$ cat src/rtl/sample1_pkg.sv
// Shared definitions for the sample1 response monitor.
//   CNT_W   : width of the sample and error counters
//   REC_W   : width of the first-mismatch record {A1,A2,A3,Y1}
//   state_e : monitor run-control states
//   sat_inc : saturating counter increment
package sample1_pkg;

    localparam int unsigned CNT_W = 8;
    localparam int unsigned REC_W = 8;

    typedef enum logic [1:0] {
        StIdle = 2'd0,
        StRun  = 2'd1,
        StDone = 2'd2
    } state_e;

    function automatic logic [CNT_W-1:0] sat_inc(input logic [CNT_W-1:0] v);
        return (v == '1) ? v : v + CNT_W'(1);
    endfunction

endpackage

$ cat src/rtl/sample1_exp_fifo.sv
// Synchronous FIFO holding expected Y1 values for the monitor.
//   clk, rst        : clock, synchronous active-high reset
//   flush           : empty the FIFO (pointers and count cleared)
//   push, wdata     : write one 2-bit entry (ignored when full)
//   pop, rdata      : rdata is the head entry; pop discards it (ignored when empty)
//   full, empty     : occupancy flags, registered-state derived
//   count           : current occupancy, 0..DEPTH
// A push into an empty FIFO is only visible on rdata the following cycle.
module sample1_exp_fifo #(
    parameter int unsigned DEPTH = 4
) (
    input  logic                     clk,
    input  logic                     rst,
    input  logic                     flush,
    input  logic                     push,
    input  logic [1:0]               wdata,
    input  logic                     pop,
    output logic [1:0]               rdata,
    output logic                     full,
    output logic                     empty,
    output logic [$clog2(DEPTH):0]   count
);

    localparam int unsigned AW = $clog2(DEPTH);
    localparam int unsigned CW = AW + 1;

    logic [1:0]    mem_q [DEPTH];
    logic [AW-1:0] wptr_q, rptr_q;
    logic [CW-1:0] count_q;
    logic          do_push, do_pop;

    assign full    = (count_q == CW'(DEPTH));
    assign empty   = (count_q == '0);
    assign count   = count_q;
    assign rdata   = mem_q[rptr_q];
    assign do_push = push && !full;
    assign do_pop  = pop && !empty;

    // Storage needs no reset; occupancy alone defines validity.
    always_ff @(posedge clk) begin
        if (do_push) begin
            mem_q[wptr_q] <= wdata;
        end
    end

    // Pointers wrap naturally since DEPTH is a power of two.
    always_ff @(posedge clk) begin
        if (rst || flush) begin
            wptr_q  <= '0;
            rptr_q  <= '0;
            count_q <= '0;
        end else begin
            if (do_push) begin
                wptr_q <= wptr_q + AW'(1);
            end
            if (do_pop) begin
                rptr_q <= rptr_q + AW'(1);
            end
            if (do_push && !do_pop) begin
                count_q <= count_q + CW'(1);
            end else if (do_pop && !do_push) begin
                count_q <= count_q - CW'(1);
            end
        end
    end

endmodule

$ cat src/rtl/sample1_monitor.sv
// Run-based checker for a sample1 unit: golden Y1 values are queued through a
// valid/ready port, and each observed sample during a run pops one and compares.
//   clk, rst                    : clock, synchronous active-high reset
//   start                       : IDLE->RUN, DONE->IDLE (ignored in RUN)
//   exp_valid/exp_data/exp_ready: golden Y1 handshake (accepted in IDLE and RUN)
//   obs_valid, A1..A3, Y1       : observed stimulus and response
//   busy, done, pass, underrun  : status
//   smp_cnt, err_cnt, first_err : samples seen, errors (saturating), first bad record
module sample1_monitor
    import sample1_pkg::*;
#(
    parameter int unsigned DEPTH       = 4,
    parameter int unsigned NUM_SAMPLES = 16
) (
    input  logic             clk,
    input  logic             rst,
    input  logic             start,
    input  logic             exp_valid,
    input  logic [1:0]       exp_data,
    output logic             exp_ready,
    input  logic             obs_valid,
    input  logic [1:0]       A1,
    input  logic [1:0]       A2,
    input  logic [1:0]       A3,
    input  logic [1:0]       Y1,
    output logic             busy,
    output logic             done,
    output logic             pass,
    output logic             underrun,
    output logic [CNT_W-1:0] smp_cnt,
    output logic [CNT_W-1:0] err_cnt,
    output logic [REC_W-1:0] first_err
);

    localparam int unsigned CW = $clog2(DEPTH) + 1;

    state_e            state_q, state_d;
    logic [CNT_W-1:0]  smp_cnt_q, err_cnt_q;
    logic [REC_W-1:0]  first_err_q;
    logic              underrun_q;

    logic              fifo_push, fifo_pop, fifo_flush;
    logic [1:0]        fifo_rdata;
    logic              fifo_full, fifo_empty;
    logic [CW-1:0]     fifo_count;

    logic              sample, sample_err, run_start;

    sample1_exp_fifo #(
        .DEPTH (DEPTH)
    ) u_fifo (
        .clk   (clk),
        .rst   (rst),
        .flush (fifo_flush),
        .push  (fifo_push),
        .wdata (exp_data),
        .pop   (fifo_pop),
        .rdata (fifo_rdata),
        .full  (fifo_full),
        .empty (fifo_empty),
        .count (fifo_count)
    );

    // Ready depends only on registered occupancy and state, never on obs_valid.
    assign exp_ready  = (fifo_count < CW'(DEPTH)) && (state_q != StDone);
    assign fifo_push  = exp_valid && exp_ready && !fifo_full;
    assign sample     = (state_q == StRun) && obs_valid;
    assign fifo_pop   = sample && !fifo_empty;
    assign fifo_flush = (state_q == StDone) && start;
    assign run_start  = (state_q == StIdle) && start;

    // An empty FIFO at sample time is an underrun and counts as an error.
    assign sample_err = fifo_empty || (fifo_rdata != Y1);

    always_comb begin
        state_d = state_q;
        unique case (state_q)
            StIdle: if (start) state_d = StRun;
            StRun: begin
                if (sample && (smp_cnt_q == CNT_W'(NUM_SAMPLES - 1))) begin
                    state_d = StDone;
                end
            end
            StDone: if (start) state_d = StIdle;
            default: state_d = StIdle;
        endcase
    end

    always_ff @(posedge clk) begin
        if (rst) begin
            state_q     <= StIdle;
            smp_cnt_q   <= '0;
            err_cnt_q   <= '0;
            first_err_q <= '0;
            underrun_q  <= 1'b0;
        end else begin
            state_q <= state_d;
            if (run_start) begin
                smp_cnt_q   <= '0;
                err_cnt_q   <= '0;
                first_err_q <= '0;
                underrun_q  <= 1'b0;
            end else if (sample) begin
                smp_cnt_q <= smp_cnt_q + CNT_W'(1);
                if (sample_err) begin
                    err_cnt_q <= sat_inc(err_cnt_q);
                    // err_cnt never returns to zero within a run, so zero marks
                    // that no error has been recorded yet.
                    if (err_cnt_q == '0) begin
                        first_err_q <= {A1, A2, A3, Y1};
                    end
                end
                if (fifo_empty) begin
                    underrun_q <= 1'b1;
                end
            end
        end
    end

    assign busy      = (state_q == StRun);
    assign done      = (state_q == StDone);
    assign pass      = done && (err_cnt_q == '0) && !underrun_q;
    assign underrun  = underrun_q;
    assign smp_cnt   = smp_cnt_q;
    assign err_cnt   = err_cnt_q;
    assign first_err = first_err_q;

endmodule

$ cat config.mk
export PLATFORM = sky130hd
export DESIGN_NAME = sample1_monitor
export DESIGN_NICKNAME = d
export VERILOG_FILES = /design/src/rtl/sample1_pkg.sv /design/src/rtl/sample1_exp_fifo.sv /design/src/rtl/sample1_monitor.sv
export SDC_FILE = /design/constraint.sdc
export NUM_CORES = 1
export LEC_CHECK = 0
export ABC_AREA = 1
export CAP_MARGIN = 20
export CORE_ASPECT_RATIO = 0.6
export CORE_MARGIN = 2
export CORE_UTILIZATION = 35
export DETAILED_ROUTE_END_ITERATION = 6
export PLACE_DENSITY = 0.67
export SETUP_SLACK_MARGIN = 0.4
export SYNTH_ARGS = -nofsm -noshare
export SYNTH_HDL_FRONTEND = slang
export SYNTH_SLANG_ARGS = --single-unit
$ cat constraint.sdc
create_clock -name clk -period 2.4 [get_ports clk]
set_input_delay 0.48 -clock clk [delete_from_list [all_inputs] [get_ports clk]]
set_output_delay 0.48 -clock clk [all_outputs]
set_load 0.1 [all_outputs]
### After elaboration in Yosys (flattened, before gate mapping)

Memory sizes are Yosys's and may differ from the RTL's. A register that Yosys moved wholly into a read port is not among the register bits.
Cells that the tools add are included.

| word-level totals | value |
|---|---|
| register bits after elaboration | 34 |
| bits in writable memories | 8 |
| bits of input ports | 15 |
| output and inout port bits | 29 |
| logic and storage cells | 67 |
| memories | 1 |

| cells by class | value |
|---|---|
| add/subtract/negate cells | 6 |
| order comparisons | 1 |
| equality and inequality tests | 10 |
| multiplexer cells | 10 |
| bitwise operators | 1 |
| reduce and logical (&&, ||, !) cells | 30 |

Memories:

| name | depth | width | rd ports | clocked after memory_dff | write ports | line | RTL |
|---|---|---|---|---|---|---|---|
| u_fifo.mem_q | 4 | 2 | 1 | 1 | 1 | sample1_exp_fifo.sv:27 | `logic [1:0] mem_q [DEPTH];` |

Operators with widths:

| cell | number |
|---|---|
| $add A8 B1 Y8 const B | 2 |
| $logic_and A1 B1 Y1 | 14 |
| $mux W2 | 5 |
| $reduce_and A3 Y1 | 3 |
| $eq A8 B4 Y1 const B | 1 |
| $eq A8 B8 Y1 const B | 1 |
| $logic_not A8 Y1 | 1 |
| $mux W3 | 2 |
| $ne A2 B2 Y1 const B | 3 |
| $pmux W2 S3 | 1 |
| $logic_not A1 Y1 | 5 |
| $add A2 B1 Y2 const B | 2 |
| $add A3 B1 Y3 const B | 1 |
| $eq A3 B3 Y1 const B | 1 |
| $logic_not A3 Y1 | 1 |
| $lt A3 B3 Y1 const B | 1 |
| $sub A3 B1 Y3 const B | 1 |
| $eq A2 B1 Y1 const B | 1 |
| $eq A2 B2 Y1 const B | 1 |
| $logic_not A2 Y1 | 1 |
| $logic_or A1 B1 Y1 | 2 |
| $mux W1 | 2 |
| $ne A2 B1 Y1 const B | 1 |
| $ne A2 B2 Y1 | 1 |
| 4 further kinds | 4 |

### Logic depth before layout (Yosys ltp)

| depth | value |
|---|---|
| depth after elaboration | 9 |
| depth in mapped cells | 13 |
| gate-level depth less buffers | 13 |

### Cells and area by module

Synthesis repeated with hierarchy kept, for this count alone.

| unflattened totals | value |
|---|---|
| cell total of the unflattened synthesis | 343 |
| area total of the unflattened synthesis | 2427.3 um2 |

Modules (own cells, without submodules):

| module | instances | cells each | area each (um2) | sequential area each (um2) |
|---|---|---|---|---|
| sample1_monitor | 1 | 252 | 1612.8 | 540.5 |
| sample1_exp_fifo | 1 | 91 | 814.5 | 420.4 |

### Worst setup path after synthesis

No wires, ideal clock.

| path | value |
|---|---|
| kind | register -> register |
| start point | register state_q[1] |
| end point | register u_fifo.count_q[1] (netlist: u_fifo.count[1]) |
| setup time | 122 ps |
| arrival | 4090 ps |
| data required time | 2278 ps |
| path slack | -1811 ps |
| cell stages (with the launch flop) | 11 |
| buffers on the path | 0 |
| period minus slack after synthesis | 4211 ps |
| path through | dfxtp_1 -> inv_1 -> nor2_1 -> nor2_1 -> nand2_1 -> inv_1 -> ha_1 -> inv_1 -> fa_1 -> mux2i_1 -> nor2_1 |

| between the ends | value |
|---|---|
| elaborated cells on any way between the ends | 18 |
| classes of those cells | eq/ne (3); mux (1); reduce/logical (14) |

RTL lines:

| item | line | RTL |
|---|---|---|
| start: declaration | sample1_monitor.sv:37 | `state_e state_q, state_d;` |
| start signal: assignment | sample1_monitor.sv:91 | `state_q <= StIdle;` |
| start signal: assignment | sample1_monitor.sv:97 | `state_q <= state_d;` |
| $eq A2 B2 Y1 | -- |  |
| net done | sample1_monitor.sv:27 | `output logic done,` |
| $logic_and A1 B1 Y1 | sample1_monitor.sv:69 | `assign fifo_flush = (state_q == StDone) && start;` |
| $logic_or A1 B1 Y1 | sample1_exp_fifo.sv:48 | `if (rst \|\| flush) begin` |
| end signal: assignment | sample1_exp_fifo.sv:60 | `count_q <= count_q + CW'(1);` |
| end signal: assignment | sample1_exp_fifo.sv:62 | `count_q <= count_q - CW'(1);` |
| end: declaration | sample1_exp_fifo.sv:29 | `logic [CW-1:0] count_q;` |

The timed path passes the listed nets, and every way through them passes these cells.
A chain may end at the register's enable or synchronous reset.

### Final worst setup path

| path | value |
|---|---|
| start point | register err_cnt_q[0] (netlist: err_cnt[0]) |
| end point | output pass |

| between the ends | value |
|---|---|
| cells in the longest elaborated chain, start to end | 3 |

Ends and longest elaborated chain:

| item | line | RTL |
|---|---|---|
| start: declaration | sample1_monitor.sv:38 | `logic [CNT_W-1:0] smp_cnt_q, err_cnt_q;` |
| start signal: assignment | sample1_monitor.sv:106 | `err_cnt_q <= sat_inc(err_cnt_q);` |
| $logic_not A8 Y1 | sample1_monitor.sv:122 | `assign pass = done && (err_cnt_q == '0) && !underrun_q;` |
| $logic_and A1 B1 Y1 (2 in series) | sample1_monitor.sv:122 |  |
| end: declaration | sample1_monitor.sv:28 | `output logic pass,` |

No other way between the ends.

==> results.md <==
* Result of the run: finished clean
* Worst-case vdd ir drop at 0.5653 mV
* Mean cell area of the mapped netlist at 7.675 um2
* Violation count after the first detailed-routing iteration at 59
* Number of levels the H-tree was split into at 2
* Drt first pass iters at 4
* Max capacitance violation total at 0
* Library cell occupying the most area in the post-synthesis netlist: dfxtp_1
* Launch point of the critical path: err_cnt[0]
* DRC errors left at 0
* Flops & latches, synth at 44
* Maximum net fanout on the critical path at 2
* Number of buffer cells added on primary ports at 43
* Layout cell share with drive strength beyond 1 at 25.22%
* DRT antenna net count at 0
* Number of instances in the synthesized netlist at 291
* Unrepaired setup endpoints after global routing: true
* Wire length of the first global-routing pass at 8.190 mm
* Synth async-reset ratio at 0%
* Final Hold Viols at 0
* Origin of the worst min-delay path: smp_cnt[1]
* Worst-path cell chain: inv_4, ha_4, nand3_4, nor4_4, and3_4, buf_12
* CTS clock-pin slew for the worst setup and hold paths at 80 ps
* Total number of placement rows at 22
* Routed vias/inst at 4.438
* Clock Latency Late Sink at 290 ps
* Slew at the pin closest to its max-slew limit at 495.9 ps
* Family with the most delay on the worst path: simple AND/OR/NAND/NOR gates
* Total half-perimeter wirelength after legalization and detailed placement at 3.738 mm
* Category of the critical setup timing path: flop to primary output
* Highest attainable clock frequency at 0.4936 GHz
* Worst setup slack after layout at 374.3 ps
* Ys Warns at 0
* N_diodes at 0
* Die area at 7057 um2
* Post-Route WL at 4.958 mm
* Count of flip-flops with a built-in enable after synthesis at 8
* Minimum period implied by the final worst setup slack at 2026 ps
* Initial core utilization at 36.38%
* Placement-stage worst setup slack at 234.4 ps
* Number of top-level design ports at 44
* Net count, final at 368
* Total negative setup slack at 0 ps
* Clock tree from TritonCTS: yes
* Startpoint type of the worst setup path: flop
* Hold buffer count at cts at 0
* Cell area after technology mapping at 2233 um2
* Fraction of post-synthesis cell area in the top cell type by area at 32.27%
* Cts bufs inserted at 5
* Worst Path Required at 1920 ps
* Worst rel slew slack at 66.90%
* Global route overflow at 0
* Reg2Reg Launch Point: u_fifo.count[0]
* Biggest area contributors in the synthesized netlist: dfxtp_1 32%, edfxtp_1 11%, nand2_1 10%
* Final RePlAce weighted congestion at 0.7764
* Clk buf depth at 2
* Static Leakage at 1.303 nW
* Routed length per placed instance at 11.56 um
* Placeable core area at 6138 um2
* Crit end category: primary output
* Number of global-route vias before repair at 1743
* Count of pins over their slew limit at 0
* Fraction of the cycle the final worst path needs at 84.41%
* Hold endpoint: smp_cnt[1]
* Height of the die at 65.88 um
* Crit-path slowest cell: dfxtp_4
* Post-Synthesis Net Count at 315
* Global router's overall resource usage at 14.82%
* Total setup violations reported at the end of the flow at 0
* Path type of the worst min-delay path: flop to flop
* Number of vias after detailed routing at 1904
* Power density relative to cell area at 696.9 nW/um2
* Sequential share of the synthesized area at 43.03%
* Clock Sinks at 44
* Number of antenna violations at the first check in global routing at 0
* Top FF cell, synth: dfxtp_1
* Clock Tree Root: clkbuf_8
* WP data arrival at 1550 ps
* FF-to-FF setup slack at 540 ps
* Die Width at 107.1 um
* Number of stages on the worst hold path at 2
* Combined buffer and inverter count along the critical path at 2
* Worst hold margin at 493.5 ps
* R2R depth at 11
* Maximum number of pins on one net before global-route repair at 16
* Total chip power at 0.002038 W
* Critical R2R Capture: u_fifo.count[2]
* Max stage delay on crit path at 360 ps
* Synth cell types at 34
* Synthesis-to-finish area growth at 30.92%
* Setup skew after layout at 4.520 ps
Yosys cell counts (2+ instances only):
library cell and count:
nand4_1 9, o21a_1 2, nor3_1 4, a21oi_1 13, edfxtp_1 8, nor2_2 5, nor2_1 40, xor2_1 7
ha_1 8, nor3b_1 3, inv_1 53, nand2_4 2, inv_2 3, nand2_1 62, nand3_2 2, dfxtp_1 36
o21ai_0 5, nand3_1 13
registers in the layout, indices dropped and copies added, names as in the netlist, named ones only:
name and count:
state_q 2, u_fifo.mem_q 8, u_fifo.rptr_q 2, first_err 8
underrun 1, smp_cnt 8, err_cnt 8, u_fifo.count 3
u_fifo.wptr_q 2
logic make-up (layout without fill, tap and decap cells):
group	after synthesis	count (layout)	share of synthesized area [%]
flip-flops	44	44	43.03
multiplexers	1	1	0.4482
AO/OA/AOI/OAI	23	23	6.330
buffers and inverters	60	114	10.48
adder cells (fa/ha/maj)	9	9	5.378
AND/OR/NAND/NOR	147	147	31.60
XOR/XNOR	7	7	2.745
timing repair:
action | CTS | global route
setup buffers | 3 | 0
pin swaps | 3 | 0
hold endpoints to repair | 0 | 0
setup endpoints to repair | 1 | 1
gates resized for setup | 1 | 0
report_power, final:
group	total [W]	switching [W]	internal, W
Combinational	0.000704	0.000466	0.000238
Sequential	0.000880	0.0000630	0.000817
Clock	0.000453	0.000248	0.000205
layer usage:
metal / up-vias / global-route usage [%] / share of wire [%]
met4: 0 / 3.896 / 0.71
li1: 1020 / - / -
met3: 2 / 2.956 / 4.8
met2: 42 / 21.36 / 39
met1: 840 / 22.31 / 55
met5: - / 0 / 0
worst min-delay path, cell delays in order, from the launching register on:
cell	delay (ps)
dfxtp_2	340
nand2_1	60
a21oi_1	50
how the worst max path moves through the flow:
stage	endpoint	cells past startpoint
4_1_cts	pass	6
3_3_place_gp	u_fifo.count[2]	10
2_1_floorplan	u_fifo.count[1]	10
3_5_place_dp	u_fifo.count[2]	10
5_1_grt	pass	6
6_report	pass	6
area by class of cell:
| class | instances | area [um2] |
|---|---|---|
| Clock buffer | 7 | 76.32 |
| Clock inverter | 1 | 5.005 |
| Fill cell | 592 | 3214 |
| Inverter | 56 | 216.5 |
| Multi-Input combinational cell | 187 | 1115 |
| Sequential cell | 44 | 983.4 |
| Tap cell | 84 | 105.1 |
| Timing Repair Buffer | 50 | 422.9 |
cell usage in the layout, fill, tap and decap left out, drive strengths merged, types with 5 or more instances in the layout:
master,Yosys,final
dfxtp,36,36
clkdlybuf4s50,0,14
nand4,9,9
inv,56,55
clkbuf,1,7
edfxtp,8,8
buf,3,36
ha,8,8
nor2,45,45
xor2,7,7
o21ai,5,5
a21oi,13,13
nand3,16,16
nand2,65,65
stage by stage:
step | utilization [%] | area, um2 | cells
floorplan | - | 2331 | 291
global placement | 45.82 | 2813 | 418
global route | 47.64 | 2924 | 429
detailed placement | 45.82 | 2813 | 418
finish | 47.64 | 2924 | 429
CTS | 47.64 | 2924 | 429
No activity file was read; power rests on OpenSTA's default activity.
